File: config.mk
export PLATFORM = sky130hd
export DESIGN_NAME = bcd_conv_arbiter
export DESIGN_NICKNAME = d
export VERILOG_FILES = /design/src/rtl/bcd_conv_arbiter.sv
export SDC_FILE = /design/constraint.sdc
export NUM_CORES = 1
export LEC_CHECK = 0
export ABC_AREA = 1
export CORE_ASPECT_RATIO = 0.9
export CORE_MARGIN = 2
export CORE_UTILIZATION = 50
export DETAILED_ROUTE_END_ITERATION = 12
export GPL_TIMING_DRIVEN = 0
export HOLD_SLACK_MARGIN = 0.12
export PLACE_DENSITY = 0.76
export SETUP_SLACK_MARGIN = 0.5
export SYNTH_ARGS = -nofsm -noshare
export SYNTH_HDL_FRONTEND = slang
export SYNTH_SLANG_ARGS = --single-unit
File: constraint.sdc
create_clock -name clk_pi -period 2.4 [get_ports clk_pi]
set_input_delay 0.48 -clock clk_pi [delete_from_list [all_inputs] [get_ports clk_pi]]
set_output_delay 0.48 -clock clk_pi [all_outputs]
set_load 0.05 [all_outputs]
File: src/rtl/bcd_conv_arbiter.sv
// Time-shared binary-to-BCD converter for two requesters.
// A round-robin arbiter picks one request while the engine is idle. The engine then runs
// shift-and-add-3 (double dabble), one operand bit per clock, MSB first. After WIDTH shift
// cycles the result is published on bcdnum_po with a one-cycle done_po pulse.
module bcd_conv_arbiter #(
    parameter int unsigned WIDTH  = 8,
    parameter int unsigned DIGITS = 3
) (
    input  logic                  clk_pi,
    input  logic                  rst_n_pi,
    input  logic                  req0_pi,
    input  logic [WIDTH-1:0]      num0_pi,
    input  logic                  req1_pi,
    input  logic [WIDTH-1:0]      num1_pi,
    output logic                  ack0_po,
    output logic                  ack1_po,
    output logic                  busy_po,
    output logic                  done_po,
    output logic                  done_id_po,
    output logic [4*DIGITS-1:0]   bcdnum_po
);

    localparam int unsigned BCD_W = 4 * DIGITS;
    localparam int unsigned CNT_W = (WIDTH > 1) ? $clog2(WIDTH) : 1;

    // True when DIGITS decimal digits can hold every WIDTH-bit value.
    function automatic bit digits_ok(input int unsigned w, input int unsigned d);
        longint unsigned p10;
        p10 = 64'd1;
        if (d >= 19) return 1'b1;
        if (w >= 63) return 1'b0;
        for (int unsigned i = 0; i < d; i++) p10 = p10 * 64'd10;
        return p10 > (64'd1 << w);
    endfunction

    if (!digits_ok(WIDTH, DIGITS)) begin : g_bad_params
        $error("bcd_conv_arbiter: 10**DIGITS must exceed 2**WIDTH");
    end

    // Add 3 to every digit above 4 so the next left shift carries into the next digit.
    function automatic logic [BCD_W-1:0] adjust(input logic [BCD_W-1:0] acc);
        logic [BCD_W-1:0] res;
        res = acc;
        for (int unsigned i = 0; i < DIGITS; i++) begin
            if (acc[4*i +: 4] > 4'd4) res[4*i +: 4] = acc[4*i +: 4] + 4'd3;
        end
        return res;
    endfunction

    typedef enum logic [1:0] {StIdle, StShift, StDone} state_t;

    state_t                 state_q;
    logic [WIDTH-1:0]       shreg_q;
    logic [BCD_W-1:0]       acc_q;
    logic [CNT_W-1:0]       bit_cnt_q;
    logic                   last_grant_q;

    logic                   grant_sel;
    logic                   any_req;
    logic [BCD_W+WIDTH-1:0] shifted;

    // Round-robin choice and the next double-dabble step.
    always_comb begin
        any_req   = req0_pi | req1_pi;
        // On a tie the requester that did not win last time gets the engine.
        grant_sel = (req0_pi && req1_pi) ? ~last_grant_q : req1_pi;
        shifted   = {adjust(acc_q), shreg_q} << 1;
    end

    // Sequencer: arbitrate in idle, shift WIDTH times, then publish the result.
    always_ff @(posedge clk_pi or negedge rst_n_pi) begin
        if (!rst_n_pi) begin
            state_q      <= StIdle;
            shreg_q      <= '0;
            acc_q        <= '0;
            bit_cnt_q    <= '0;
            last_grant_q <= 1'b1;
            ack0_po      <= 1'b0;
            ack1_po      <= 1'b0;
            busy_po      <= 1'b0;
            done_po      <= 1'b0;
            done_id_po   <= 1'b0;
            bcdnum_po    <= '0;
        end else begin
            ack0_po <= 1'b0;
            ack1_po <= 1'b0;
            done_po <= 1'b0;
            unique case (state_q)
                StIdle: begin
                    if (any_req) begin
                        acc_q        <= '0;
                        bit_cnt_q    <= CNT_W'(WIDTH - 1);
                        busy_po      <= 1'b1;
                        last_grant_q <= grant_sel;
                        done_id_po   <= grant_sel;
                        state_q      <= StShift;
                        if (grant_sel) begin
                            shreg_q <= num1_pi;
                            ack1_po <= 1'b1;
                        end else begin
                            shreg_q <= num0_pi;
                            ack0_po <= 1'b1;
                        end
                    end
                end
                StShift: begin
                    {acc_q, shreg_q} <= shifted;
                    if (bit_cnt_q == '0) begin
                        state_q <= StDone;
                    end else begin
                        bit_cnt_q <= bit_cnt_q - 1'b1;
                    end
                end
                StDone: begin
                    bcdnum_po <= acc_q;
                    done_po   <= 1'b1;
                    busy_po   <= 1'b0;
                    state_q   <= StIdle;
                end
                default: begin
                    busy_po <= 1'b0;
                    state_q <= StIdle;
                end
            endcase
        end
    end

endmodule

; Word level (Yosys, flattened, before mapping)
; Index checks and enable logic that the tools add are counted.
[classes]
add_sub_neg = 4
magnitude_cmp = 3
eq_ne = 5
n_mux = 24
bitwise = 3
reduce_logical = 9
[ops]
columns = cell, count
row1 = 12-bit one-hot mux with 2 select lines, 1
row2 = 8-bit two-way mux, 2
row3 = 8-bit one-hot mux with 2 select lines, 1
row4 = "4-bit by 3-bit > comparator with 1-bit output, second input constant", 3
row5 = 12-bit two-way mux, 1
row6 = 1-bit two-way mux, 9
row7 = 3-bit two-way mux, 3
row8 = "4-bit by 2-bit adder with 4-bit output, second input constant", 2
row9 = 4-bit two-way mux, 2
row10 = 2-bit AND reduction, 4
row11 = "2-bit inequality test, second input constant", 3
row12 = 3-bit one-hot mux with 2 select lines, 1
row13 = 2-bit two-way mux, 2
row14 = 2-bit one-hot mux with 2 select lines, 1
row15 = "3-bit by 2-bit adder with 3-bit output, second input constant", 1
row16 = 3-bit zero test, 1
row17 = 3-bit AND reduction, 1
row18 = "3-bit by 1-bit subtractor with 3-bit output, second input constant", 1
row19 = "2-bit by 1-bit equality test with 1-bit output, second input constant", 1
row20 = "2-bit equality test, second input constant", 1
row21 = 2-bit zero test, 1
row22 = 1-bit NOT, 2
row23 = 1-bit one-hot mux with 2 select lines, 1
row24 = 2-bit nonzero test, 1
row25 = other kinds (2), 2
[totals]
reg_bits = 43
out_inout_bits = 17
wordCells = 59

; Longest topological paths before layout
[depth]
word_depth = 5
ltp_mapped = 8

; Least setup slack after synthesis
; Ideal clock, no wire load.
[synth_path]
path_type = register to register
startpoint = register bit_cnt_q[0]
endpoint = register bit_cnt_q[1]
setup_time_ps = 126
arrival_ps = 1031
required_time_ps = 2274
slack_ps = 1243
path_stages_with_launch = 8
path_buffers = 0
cell_sequence = dfrtp_1 inv_1 ha_1 ha_1 inv_1 nand2_1 nand2_1 o21ai_0
[synth_via]
elab_chain_len = 3
[synth_rtl]
columns = item, line
row1 = "start, declared", 55  ; logic [CNT_W-1:0] bit_cnt_q;
row2 = "start signal, assigned", 92  ; bit_cnt_q <= CNT_W'(WIDTH - 1);
row3 = "start signal, assigned", 111  ; bit_cnt_q <= bit_cnt_q - 1'b1;
row4 = 3-bit by 1-bit subtractor with 3-bit output / 3-bit zero test (equally long branches), "111, 108"
row5 = 3-bit two-way mux / 2-bit inequality test (equally long branches), --
row6 = 3-bit one-hot mux with 2 select lines / 3-bit AND reduction (equally long branches), --
; Parallel ways exist; a longest one is shown, timed or not. The select of a mux whose other input is x is not followed.
; A chain may end at the register's enable or synchronous reset.

; Worst setup path after layout
[layout_path]
startpoint = register busy_po
endpoint = output port busy_po
[layout_rtl]
columns = item, line
row1 = "start, declared", 17  ; output logic busy_po,
row2 = "start signal, assigned", 80  ; busy_po <= 1'b0;
row3 = "start signal, assigned", 93  ; busy_po <= 1'b1;
row4 = "start signal, assigned", 117  ; busy_po <= 1'b0;
; No word-level cell between the ends.

==> flow_summary.ini <==
[power_and_ir_drop]
power.share.switching_pct = 47.9
seq_power_share_pct = 34.8
power.share.clock_pct = 12.2
cellInternalPower_uw = 1860
power.switching_uw = 1710
power_density_nw_per_um2 = 1390
vdd_drop_max_uv = 525
combPwrFrac_pct = 52.9
p_leak_uw = 0.00143

[worst_setup_path]
worstPathRequired_ns = 1.92
rrSetupSlack_ns = 1.07
r2r-start = last_grant_q
endpoint_kind = output pin
start_kind = flip-flop
r2r-end = shreg_q[6]
timing.critical_path.from = busy_po
path_cells = dlygate4sd2_1
crit_slowest_cell = dlygate4sd2_1
cp_num_buf_inv = 1
crit_fanout = 2
cp_top_family = buffers and inverters
slowest_delay_ns = 0.53
arrival_ns = 1.19
path_class = reg2out
crit_end = busy_po
rr_worst_depth = 5
worstSetupPathDepth = 1

[clock_network]
clk_pin_slew_ns = 0.08
insertion_delay_ns = 0.29
cts_sinks = 43
cts_tree = built
cts.htree.levels = 2
clockBufferDepth = 2
cts_setup_buffers = 0
numCtsBuffers = 5
root_buffer = clkbuf_8

[outcome]
outcome = finished, final reports clean

[sta]
hold_viol_final = 0
worst_slack_ns = 0.733
tightestPinTransition_ns = 0.505
fin_crit_sh_pct = 69.5
maxSlewViolCount = 0
relSlewSlack_pct = 66.5
finalCriticalPeriod_ns = 1.67
setup_viol = 0
rsz0062_at_grt = no
clock_skew_ns = 0.00510
fmax_mhz = 600
finalSetupTns_ns = 0

[global_routing]
grt_usage_pct = 21.0
grt_start_max_net_pins = 37
grt_antenna_before_repair = 0
grt-ovfl-total = 0
grt_first_pass_wirelength_mm = 7.61
grt_pass1_vias = 1750

[route]
wl_mm = 4.08
detail-route-antenna-nets = 0
route.detailed.drc = 0
wl_per_cell_um = 11.5
drtIter0Drc = 118
vias = 1779
first_pass_iters = 4
vias_per_cell = 5.00

[cells_and_area]
num_antenna_cells = 0
syn_to_final_growth_pct = 24.5
finalNetCount = 332
final_cell_mix = nand2_1, nand3_1, dfrtp_1
fill_cells = 370
final_common_cell = nand2_1
drive_gt1_share_pct = 7.14

[yosys]
yosys.area_share.simple_pct = 30.6
yosysWarnings = 0
syn_nets = 287
synth-compound-area-share_pct = 4.85
synth_seq_cells = 43
synthMuxAreaShare_pct = 0
ys_types = 16
syn-cell-area_um2 = 2070
netlist_instances = 262
synth_top_family_by_area = simple AND/OR/NAND/NOR gates
synth_area_per_cell_um2 = 7.88
synthXorXnorAreaFrac_pct = 0
synth-seq-area-share_pct = 52.2
synth-adder-area-share_pct = 3.03

[die]
die_h_um = 65.0
ioPinCount = 37
start_util_pct = 51.4
std_cell_rows = 22
fp.dieW_um = 71.8
dieArea_um2 = 4660
core_area_um2 = 4020

[place]
hpwl_mm = 2.97
dp_slack_ns = 0.646
gp_congestion = 0.827
portBuffers = 36

[job]
maxCapViolCount = 0

[hold_path]
hold_path_class = reg2reg
-- cell families (layout without fill, tap and decap cells) --
group	after synthesis	after routing
AOI/OAI and AO/OA	20	20
DFF	43	43
adders and majority gates	5	5
buffers and inverters	49	95
and+or+nand+nor	145	145
-- synthesized netlist by cell type --
library cell,n,area [µm²]
buf_2,4,20.0
buf_4,1,7.51
clkbuf_2,1,5.00
dfrtp_1,42,1050
dfstp_2,1,26.3
ha_1,5,62.6
inv_1,41,154
inv_2,2,7.51
nand2_1,87,327
nand2_2,3,18.8
nand3_1,47,235
nand3b_1,1,7.51
nand4_1,1,6.26
nor2_1,4,15.0
nor2_4,2,22.5
o21ai_0,20,100
-- metrics by stage --
stage / power, µW / hold WS (ns) / instance area [µm²] / cells / util, %
after global placement: 3160 / 0.455 / 2490 / 346 / 61.9
after CTS: 3590 / 0.480 / 2570 / 356 / 64.0
final: 3570 / 0.478 / 2570 / 356 / 64.0
after detailed placement: 3230 / 0.341 / 2500 / 347 / 62.2
after floorplan: 2670 / 0.184 / 2070 / 262 / -
after global routing: 3930 / 0.497 / 2570 / 356 / 64.0
-- repair_timing --
item,CTS,global route
hold endpoints to repair,7,0
hold buffers,1,0
gates resized for setup,17,0
endpoints found under the setup margin,17,0
-- state kept, by name (all words and copies together), names as in the netlist --
register	cells
last_grant_q	1
ack0_po	1
bcdnum_po	12
state_q	2
bit_cnt_q	3
ack1_po	1
acc_q	12
busy_po	1
shreg_q	8
done_po	1
done_id_po	1
-- metal layers --
layer  track usage [%]  wire (µm)  vias to the layer above
met3              5.13        155                        6
met4              5.90         51                        0
met1              27.7       1950                      828
met5                 0          0                        -
met2              34.5       1930                       35
li1                  -          -                      910
-- final cells by class --
type	count	area, µm²	share of cell area [%]
Timing Repair Buffer	38	364	14.2
Multi-Input combinational cell	170	795	30.9
Sequential cell	43	1080	41.9
Tap cell	48	60.1	2.34
Buffer	6	32.5	1.27
Clock buffer	7	76.3	2.97
Inverter	43	161	6.28
Clock inverter	1	5.00	0.195
-- worst min path at each step --
| stage | from | endpoint | slack, ns | depth (start not counted) |
|---|---|---|---|---|
| after floorplan | rst_n_pi | acc_q[0] | 0.18 | 0 |
| after global placement | acc_q[1] | acc_q[1] | 0.46 | 2 |
| after detailed placement | rst_n_pi | shreg_q[4] | 0.34 | 1 |
| after CTS | acc_q[1] | acc_q[1] | 0.48 | 2 |
| after global routing | bcdnum_po[11] | bcdnum_po[11] | 0.50 | 2 |
| final | acc_q[1] | acc_q[1] | 0.48 | 2 |
-- power groups by stage --
stage	registers [µW]	clock network, µW	logic, µW
2_1_floorplan	1630	0	1030
3_3_place_gp	1250	0	1910
3_5_place_dp	1260	0	1960
4_1_cts	1250	450	1900
5_1_grt	1290	484	2160
6_report	1250	437	1890
Power figures use the tool's default switching activity.
